==> config.mk <==
export PLATFORM = sky130hd
export DESIGN_NAME = vedic_product_accumulator_flat
export DESIGN_NICKNAME = d
export VERILOG_FILES = /design/src/rtl/vedic_product_accumulator_if.sv /design/src/rtl/vedic_product_accumulator.sv /design/src/flat_wrapper.sv
export SDC_FILE = /design/constraint.sdc
export NUM_CORES = 1
export LEC_CHECK = 0
export CAP_MARGIN = 20
export CORE_ASPECT_RATIO = 0.7
export CORE_UTILIZATION = 54
export DETAILED_ROUTE_END_ITERATION = 10
export HOLD_SLACK_MARGIN = 0.08
export PLACE_DENSITY = 0.87
export RECOVER_POWER = 25
export SLEW_MARGIN = 30
export SYNTH_ARGS = -nofsm -noshare
export SYNTH_HDL_FRONTEND = slang
export SYNTH_SLANG_ARGS = --single-unit
==> constraint.sdc <==
create_clock -name clk -period 3.49 [get_ports clk]
set_clock_uncertainty 0.2 [all_clocks]
set_input_delay 0.8725 -clock clk [delete_from_list [all_inputs] [get_ports clk]]
set_output_delay 0.8725 -clock clk [all_outputs]
set_load 0.01 [all_outputs]
==> src/rtl/vedic_product_accumulator_if.sv <==
// Product-in / result-out handshake bundle for the Vedic product accumulator.
// Latency: none (wires only).
// Backpressure: prod_ready throttles the product stream, res_ready throttles results.
interface vedic_product_accumulator_if #(
    parameter int PROD_W = 16,
    parameter int ACC_W  = 24,
    parameter int CNT_W  = 5
);
    // product stream from the multiplier
    logic              prod_valid;
    logic              prod_ready;
    logic [PROD_W-1:0] prod_data;
    logic              prod_last;

    // finished-sum stream to the consumer
    logic              res_valid;
    logic              res_ready;
    logic [ACC_W-1:0]  res_data;
    logic [CNT_W-1:0]  res_terms;
    logic              res_ovf;

    // producer of products / consumer of results
    modport master (
        output prod_valid, prod_data, prod_last, res_ready,
        input  prod_ready, res_valid, res_data, res_terms, res_ovf
    );

    // the accumulator itself
    modport slave (
        input  prod_valid, prod_data, prod_last, res_ready,
        output prod_ready, res_valid, res_data, res_terms, res_ovf
    );
endinterface

==> src/rtl/vedic_product_accumulator.sv <==
// Sums a stream of unsigned products per vector (MAC stage); SATURATE_EN selects clamp vs wrap on overflow.
// Latency: result valid one cycle after the closing product; minimum terms+1 cycles per vector.
// Backpressure: prod_ready is dropped while a result is held; the result is held until res_ready.
module vedic_product_accumulator #(
    parameter int PROD_W    = 16,
    parameter int ACC_W     = 24,
    parameter int MAX_TERMS = 16,
    localparam int CNT_W    = $clog2(MAX_TERMS + 1)
) (
    input  logic                         clk,
    input  logic                         rst_n,
    input  logic                         clear,
    output logic                         busy,
    vedic_product_accumulator_if.slave   bus
);

    // Configuration sanity: the sum must be wider than one product, and a vector needs a term.
    if (PROD_W >= ACC_W) begin : g_bad_width
        $error("vedic_product_accumulator: PROD_W must be smaller than ACC_W");
    end
    if (MAX_TERMS < 1) begin : g_bad_terms
        $error("vedic_product_accumulator: MAX_TERMS must be at least 1");
    end

    typedef enum logic [1:0] {
        IDLE  = 2'd0,
        ACCUM = 2'd1,
        HOLD  = 2'd2
    } state_t;

    state_t state;
    state_t state_next;

    // running vector state
    logic [ACC_W-1:0] acc;
    logic [CNT_W-1:0] cnt;
    logic             ovf;

    // presented result and registered handshake outputs
    logic [ACC_W-1:0] res_data_q;
    logic [CNT_W-1:0] res_terms_q;
    logic             res_ovf_q;
    logic             res_valid_q;
    logic             prod_ready_q;

    // combinational next values
    logic [ACC_W:0]   sum;
    logic [ACC_W-1:0] acc_add;
    logic [CNT_W-1:0] cnt_add;
    logic             ovf_add;
    logic             xfer;
    logic             close;
    logic             accept;
    logic [ACC_W-1:0] acc_d;
    logic [CNT_W-1:0] cnt_d;
    logic             ovf_d;
    logic             load_res;

    // Adder path: one extra bit catches the carry out of the accumulator width.
    always_comb begin
        sum     = {1'b0, acc} + {{(ACC_W + 1 - PROD_W){1'b0}}, bus.prod_data};
        ovf_add = ovf | sum[ACC_W];
`ifdef SATURATE_EN
        // once the vector has overflowed it stays pinned at full scale
        acc_add = ovf_add ? {ACC_W{1'b1}} : sum[ACC_W-1:0];
`else
        acc_add = sum[ACC_W-1:0];
`endif
        cnt_add = cnt + CNT_W'(1);
    end

    // Handshake qualifiers; a product offered during clear is never counted.
    always_comb begin
        xfer   = bus.prod_valid && prod_ready_q && !clear;
        close  = xfer && (bus.prod_last || (cnt_add == CNT_W'(MAX_TERMS)));
        accept = res_valid_q && bus.res_ready;
    end

    // Controller next-state and datapath load decisions; clear overrides everything.
    always_comb begin
        state_next = state;
        acc_d      = acc;
        cnt_d      = cnt;
        ovf_d      = ovf;
        load_res   = 1'b0;

        case (state)
            IDLE, ACCUM: begin
                if (close) begin
                    // the result registers take the sum; the running state restarts empty
                    state_next = HOLD;
                    load_res   = 1'b1;
                    acc_d      = '0;
                    cnt_d      = '0;
                    ovf_d      = 1'b0;
                end else if (xfer) begin
                    state_next = ACCUM;
                    acc_d      = acc_add;
                    cnt_d      = cnt_add;
                    ovf_d      = ovf_add;
                end
            end
            HOLD: begin
                if (accept) begin
                    state_next = IDLE;
                end
            end
            default: begin
                state_next = IDLE;
            end
        endcase

        if (clear) begin
            state_next = IDLE;
            acc_d      = '0;
            cnt_d      = '0;
            ovf_d      = 1'b0;
            load_res   = 1'b0;
        end
    end

    // State register.
    always_ff @(posedge clk or negedge rst_n) begin
        if (!rst_n) begin
            state <= IDLE;
        end else begin
            state <= state_next;
        end
    end

    // Running sum, term counter and sticky overflow flag.
    always_ff @(posedge clk or negedge rst_n) begin
        if (!rst_n) begin
            acc <= '0;
            cnt <= '0;
            ovf <= 1'b0;
        end else begin
            acc <= acc_d;
            cnt <= cnt_d;
            ovf <= ovf_d;
        end
    end

    // Result capture; the fields keep their last value while no result is pending.
    always_ff @(posedge clk or negedge rst_n) begin
        if (!rst_n) begin
            res_data_q  <= '0;
            res_terms_q <= '0;
            res_ovf_q   <= 1'b0;
        end else if (load_res) begin
            res_data_q  <= acc_add;
            res_terms_q <= cnt_add;
            res_ovf_q   <= ovf_add;
        end
    end

    // Registered handshake outputs follow the next state, so HOLD entry drops prod_ready
    // on the same edge that raises res_valid.
    always_ff @(posedge clk or negedge rst_n) begin
        if (!rst_n) begin
            res_valid_q  <= 1'b0;
            prod_ready_q <= 1'b0;
        end else begin
            res_valid_q  <= (state_next == HOLD);
            prod_ready_q <= (state_next != HOLD);
        end
    end

    assign bus.prod_ready = prod_ready_q;
    assign bus.res_valid  = res_valid_q;
    assign bus.res_data   = res_data_q;
    assign bus.res_terms  = res_terms_q;
    assign bus.res_ovf    = res_ovf_q;
    assign busy           = (state != IDLE);

endmodule

==> src/flat_wrapper.sv <==
// flat-port wrapper written by rule: the top's interface ports become plain ports
module vedic_product_accumulator_flat 
#(
    parameter int PROD_W    = 16,
    parameter int ACC_W     = 24,
    parameter int MAX_TERMS = 16,
    localparam int CNT_W    = $clog2(MAX_TERMS + 1)
)
  (clk, rst_n, clear, busy, bus_prod_valid, bus_prod_data, bus_prod_last, bus_res_ready, bus_prod_ready, bus_res_valid, bus_res_data, bus_res_terms, bus_res_ovf);
  vedic_product_accumulator_if #(.PROD_W(PROD_W), .ACC_W(ACC_W), .CNT_W(($clog2((16) + 1)))) bus_i ();
  input  logic clk;
  input  logic rst_n;
  input  logic clear;
  output logic busy;
  input wire logic [$bits(bus_i.prod_valid)-1:0] bus_prod_valid;
  input wire logic [$bits(bus_i.prod_data)-1:0] bus_prod_data;
  input wire logic [$bits(bus_i.prod_last)-1:0] bus_prod_last;
  input wire logic [$bits(bus_i.res_ready)-1:0] bus_res_ready;
  output wire logic [$bits(bus_i.prod_ready)-1:0] bus_prod_ready;
  output wire logic [$bits(bus_i.res_valid)-1:0] bus_res_valid;
  output wire logic [$bits(bus_i.res_data)-1:0] bus_res_data;
  output wire logic [$bits(bus_i.res_terms)-1:0] bus_res_terms;
  output wire logic [$bits(bus_i.res_ovf)-1:0] bus_res_ovf;
  assign bus_i.prod_valid = bus_prod_valid;
  assign bus_i.prod_data = bus_prod_data;
  assign bus_i.prod_last = bus_prod_last;
  assign bus_i.res_ready = bus_res_ready;
  assign bus_prod_ready = bus_i.prod_ready;
  assign bus_res_valid = bus_i.res_valid;
  assign bus_res_data = bus_i.res_data;
  assign bus_res_terms = bus_i.res_terms;
  assign bus_res_ovf = bus_i.res_ovf;
  vedic_product_accumulator #(.PROD_W(PROD_W), .ACC_W(ACC_W), .MAX_TERMS(MAX_TERMS)) u_core (.clk(clk), .rst_n(rst_n), .clear(clear), .busy(busy), .bus(bus_i));
endmodule
# --- After elaboration in Yosys (flattened, before gate mapping) ---
# Cells that the tools add are included.
totals:
  register_bits: 64
  in_bits: 22
  out_inout_bits: 33
  wordCells: 49
classes:
  add_sub_neg: 2
  eq_ne: 5
  muxes: 20
  bitwise_logic: 1
  reduce_logical: 12
ops:
  columns: ["op", "n"]
  rows:
  - ["two-way mux 24 bit", 4]
  - ["adder 24 x 16 -> 25 bit", 1]
  - ["two-way mux 5 bit", 4]
  - ["two-way mux 2 bit", 4]
  - ["two-way mux 1 bit", 7]
  - ["adder 5 x 1 -> 5 bit (second input constant)", 1]
  - ["equality test 5 bit (second input constant)", 1]
  - ["equality test 2 bit (second input constant)", 2]
  - ["logical AND 1 bit", 4]
  - ["case mux 2 bit (2 select lines)", 1]
  - ["nonzero test 2 bit", 2]
  - ["nonzero test 3 bit", 1]
  - ["equality test 2 x 1 -> 1 bit (second input constant)", 1]
  - ["logical NOT 2 bit", 1]
  - ["!= test 2 bit (second input constant)", 1]
  - ["AND reduction 2 bit", 1]
  - ["OR reduction 2 bit", 1]
  - ["logical NOT 1 bit", 1]
  - ["logical OR 1 bit", 1]
  - ["OR 1 bit", 1]

# --- Depth between registers and ports, before layout ---
# Gate-level depths: netlist of the first run.
depth:
  depth_word: 8
  mapped_depth: 10
  mapped_depth_nobuf: 10

# --- Least setup slack after synthesis of the first run ---
# Ideal clock, no wire load.
synth_path:
  path_type: "input to register"
  startpoint: "input bus_prod_data[7]"
  endpoint: "register u_core.acc[20]"
  t_arrival_ps: 2897
  slack_ps: 269
  cell_stages: 9
  path_buffers: 1
  path_cell_list: "ha_1 -> buf_6 -> a211o_1 -> a21oi_2 -> or4b_1 -> a21boi_2 -> a21oi_2 -> nor4b_4 -> a211o_1"
synth_between:
  elab_chain_len: 5
synth_rtl:
  columns: ["item", "line", "rtl"]
  rows:
  - ["start, declared", "flat_wrapper.sv:16", "input wire logic [$bits(bus_i.prod_data)-1:0] bus_prod_data;"]
  - ["adder 24 x 16 -> 25 bit", "vedic_product_accumulator.sv:61", "sum = {1'b0, acc} + {{(ACC_W + 1 - PROD_W){1'b0}}, bus.prod_data};"]
  - ["two-way mux 24 bit", "vedic_product_accumulator.sv:96", "end else if (xfer) begin"]
  - ["two-way mux 24 bit", "vedic_product_accumulator.sv:89", "if (close) begin"]
  - ["two-way mux 24 bit", "vedic_product_accumulator.sv:87", "case (state)"]
  - ["two-way mux 24 bit", "vedic_product_accumulator.sv:113", "if (clear) begin"]
  - ["end signal, assigned", "vedic_product_accumulator.sv:134", "acc <= '0;"]
  - ["end signal, assigned", "vedic_product_accumulator.sv:138", "acc <= acc_d;"]
  - ["end, declared", "vedic_product_accumulator.sv:35", "logic [ACC_W-1:0] acc;"]
# No other way between the ends. The select of a mux whose other input is x is not followed.
# A chain may end at the register's enable or synchronous reset.

# --- Worst setup path in the final report of the first run ---
layout_path:
  startpoint: "input bus_prod_data[3]"
  endpoint: "register u_core.res_data_q[15] (netlist: u_core.bus.res_data[15])"
layout_between:
  elab_chain_len: 1
layout_rtl:
  columns: ["item", "line", "rtl"]
  rows:
  - ["adder 24 x 16 -> 25 bit", "vedic_product_accumulator.sv:61", null]
  - ["end signal, assigned", "vedic_product_accumulator.sv:147", "res_data_q <= '0;"]
  - ["end signal, assigned", "vedic_product_accumulator.sv:151", "res_data_q <= acc_add;"]
  - ["end, declared", "vedic_product_accumulator.sv:40", "logic [ACC_W-1:0] res_data_q;"]
# No other way between the ends.

==> reports/results.ini, run 1 <==
[yosys]
synthCells=379
yosysSeqAreaShare_pct=45.5
synth_edf_count=0
synth_ff_type=dfrtp_1
synth.most_common_cell=nand2_1
synth.area.top_cells=dfrtp_1 (45%), nand2_1 (7.9%), ha_1 (6.4%), o21ai_0 (5.0%), xor2_1 (3.5%)
syn-cell-area_um2=3520
yosys.area.top_type_share_pct=45.5
ys_ff_latch=64
synth_area_leader_cell=dfrtp_1
yosys_warnings=0
synth_common_cells=nand2_1 (74), dfrtp_1 (64), o21ai_0 (35)
avgSynthCellArea_um2=9.30
synth_nets=420
synthArstFlopShare_pct=100
ys_types=53

[min_path]
hold_depth=2
holdCritPathClass=reg -> reg

[setup_path]
critPathLaunchType=primary input
worstSetupPathType=in -> reg
worst_r2r_path_depth=9
arrival_ps=3360
worstPathRequired_ps=3530
cp_max_fo=5
critPathCaptureType=flip-flop

[global_route]
grt_pass1_vias=3105
grt_pass1_wl_um=14700
grt_overflow_total=0
grt_max_degree=65
antenna_found_initial=0
busiest_layer=met2
grt_use_met3_pct=8.87
grt_usage_pct=27.7
grtUsageMet1_pct=36.6
grt_use_met2_pct=44.1

[clocking]
cts.sinks=64
cts.path.max_buffers=2
postCtsSetupBuffers=0
clock_latency_ps=350
cts_root_buf=clkbuf_8
cts_tree=done
clk_pin_slew_ps=70
cts_htree_levels=3
cts_made_buffers=9

[detailed_routing]
vias=3113
vias_per_cell=5.82
firstDrtPassIters=7
drt_first_iter_violations=240
ant_nets=0
finalWirelength_um=8600
drc=2
wl_per_cell_um=16.1

[power]
power_frac_clock_pct=33.8
cellLeakagePower_nw=2.08
irDropWorstVdd_mv=0.269
power_switching_w=0.000617
power_frac_seq_pct=41.6
power.total_w=0.00210
swShare_pct=29.3
p_int_w=0.00149
power_density_nw_per_um2=469
comb_power_share_pct=24.6

[floorplan]
pin_count=55
core_um2=6280
die_h_um=69.6
row_count=24
die_w_um=98.5
die_area_um2=6860
start_util_pct=56.1

[place]
hpwl_um=6020
io_buffers=54
gp_congestion=0.900

[finish]
nNetsFinal=493
area_growth_pct=27.4
insertedDiodeCount=0
fillers=465
final_util_pct=71.5
drive_gt1_share_pct=12.9
multi_input_area_um2=1800
seqCellArea_um2=1600

[run]
drv_cap=1

[timing]
finalSetupTns_ps=0
hold_viol_final=0
timing.final.crit_share_pct=95.3
drv_slew=65
hold_slack_ps=281
slew_headroom_pct=-2.63
worst_pin_slew_ps=1540
rsz0062_at_grt=true
min_period_ps=3330
maxClockFrequency_mhz=301
setup_viol=0

[run_status]
violations=DRC, capacitance limit, slew limit
status=complete, but fails checks

## repair_timing
item	4_1_cts	5_1_grt
endpoints found under the setup margin	0	4
resized for setup	0	1
hold buffers	0	0
## per-stage QoR
stage / cell area (µm²) / setup WS (ps) / std cells
4_1_cts: 4490 / 131 / 535
3_3_place_gp: 4270 / -166 / 519
5_1_grt: 4490 / -4.13 / 535
2_1_floorplan: 3520 / 269 / 379
6_report: 4490 / 164 / 535
3_5_place_dp: 4270 / -232 / 519
## layout by cell type (no fill, tap or decap), types with 2 or more instances in the layout
master / synthesis / final
nand2_1: 74 / 74
dfrtp_1: 64 / 64
clkdlybuf4s50_1: 0 / 53
o21ai_0: 35 / 35
buf_4: 1 / 25
a21oi_1: 23 / 23
nor2_1: 18 / 18
ha_1: 18 / 18
nand3_1: 14 / 14
xor2_1: 14 / 14
a22o_1: 13 / 13
inv_1: 10 / 10
xnor2_1: 10 / 10
clkbuf_8: 0 / 9
nor3_1: 7 / 7
nand4_1: 4 / 4
o31ai_1: 5 / 4
o21a_1: 3 / 3
and2_1: 3 / 3
a211o_1: 3 / 3
a21o_1: 3 / 3
clkinv_4: 0 / 3
nor3b_1: 2 / 2
a31oi_1: 2 / 2
a211oi_1: 2 / 2
nand2b_1: 2 / 2
a21oi_2: 2 / 2
and3_1: 2 / 2
and4_1: 2 / 2
mux2_2: 2 / 2
o22ai_1: 2 / 2
bufinv_16: 0 / 2
clkinv_2: 0 / 2
## path summary, 6_finish.rpt
check                                        from                 endpoint  slack [ps]
setup / recovery                 bus_prod_data[3]  u_core.bus.res_data[15]         160
hold / removal             u_core.bus.res_data[4]   u_core.bus.res_data[4]         280
setup reg to reg                    u_core.cnt[0]   u_core.bus.res_data[7]         690
hold reg to reg            u_core.bus.res_data[4]   u_core.bus.res_data[4]         280
max in group asynchronous                   rst_n   u_core.bus.res_data[3]        1390
min in group asynchronous                   rst_n  u_core.bus.res_data[12]         790
## worst max-delay path, stage by stage
cell and delay, ps:
clkdlybuf4s50_1 420, ha_1 380, nand2_1 100, o211ai_1 280, nand2_1 120, o311ai_0 530
a21boi_0 200, xnor2_1 190, mux2_2 270
## cell type report
class                      count  area share (%)
sequential                    64            35.7
clock buffer                   9            2.76
multi-input combinational    287            40.2
inverter                      10           0.836
tap                           78            2.17
clock inverter                 7            2.15
timing repair buffer          80            16.2
## flip-flops by register name, indices dropped and copies added, names as in the netlist
signal / count
u_core.bus.prod_ready: 1
u_core.ovf: 1
u_core.cnt: 5
u_core.bus.res_valid: 1
u_core.acc: 24
u_core.state: 2
u_core.bus.res_data: 24
u_core.bus.res_terms: 5
u_core.bus.res_ovf: 1
## power groups by stage
stage / Sequential (W) / Combinational, W / Clock [W]
2_1_floorplan: 0.000910 / 0.000228 / 0
3_3_place_gp: 0.000883 / 0.000502 / 0
3_5_place_dp: 0.000887 / 0.000513 / 0
4_1_cts: 0.000875 / 0.000519 / 0.000718
5_1_grt: 0.000886 / 0.000570 / 0.000753
6_report: 0.000875 / 0.000518 / 0.000710
## metal layers
layer,up-vias,part of all wire (%)
met5,-,0
met4,0,1.1
met3,16,8.0
met2,121,46
met1,1488,45
li1,1488,-
## kinds of logic after synthesis
kind of cell / Yosys count / synth area share (%)
AO/OA/AOI/OAI: 104 / 19.1
buffers and inverters: 28 / 3.69
XOR/XNOR: 24 / 5.97
multiplexers: 2 / 0.639
flip-flops: 64 / 45.5
AND/OR/NAND/NOR: 138 / 18.2
adder cells (fa/ha/maj): 19 / 6.96
(Power assumes the default switching activity.)
==> run 2: changes to the inputs <==
ABC_AREA = 0   (was unset)
==> results of run 2 <==
The final DEF is identical to that of run 1; final timing and power are the same.
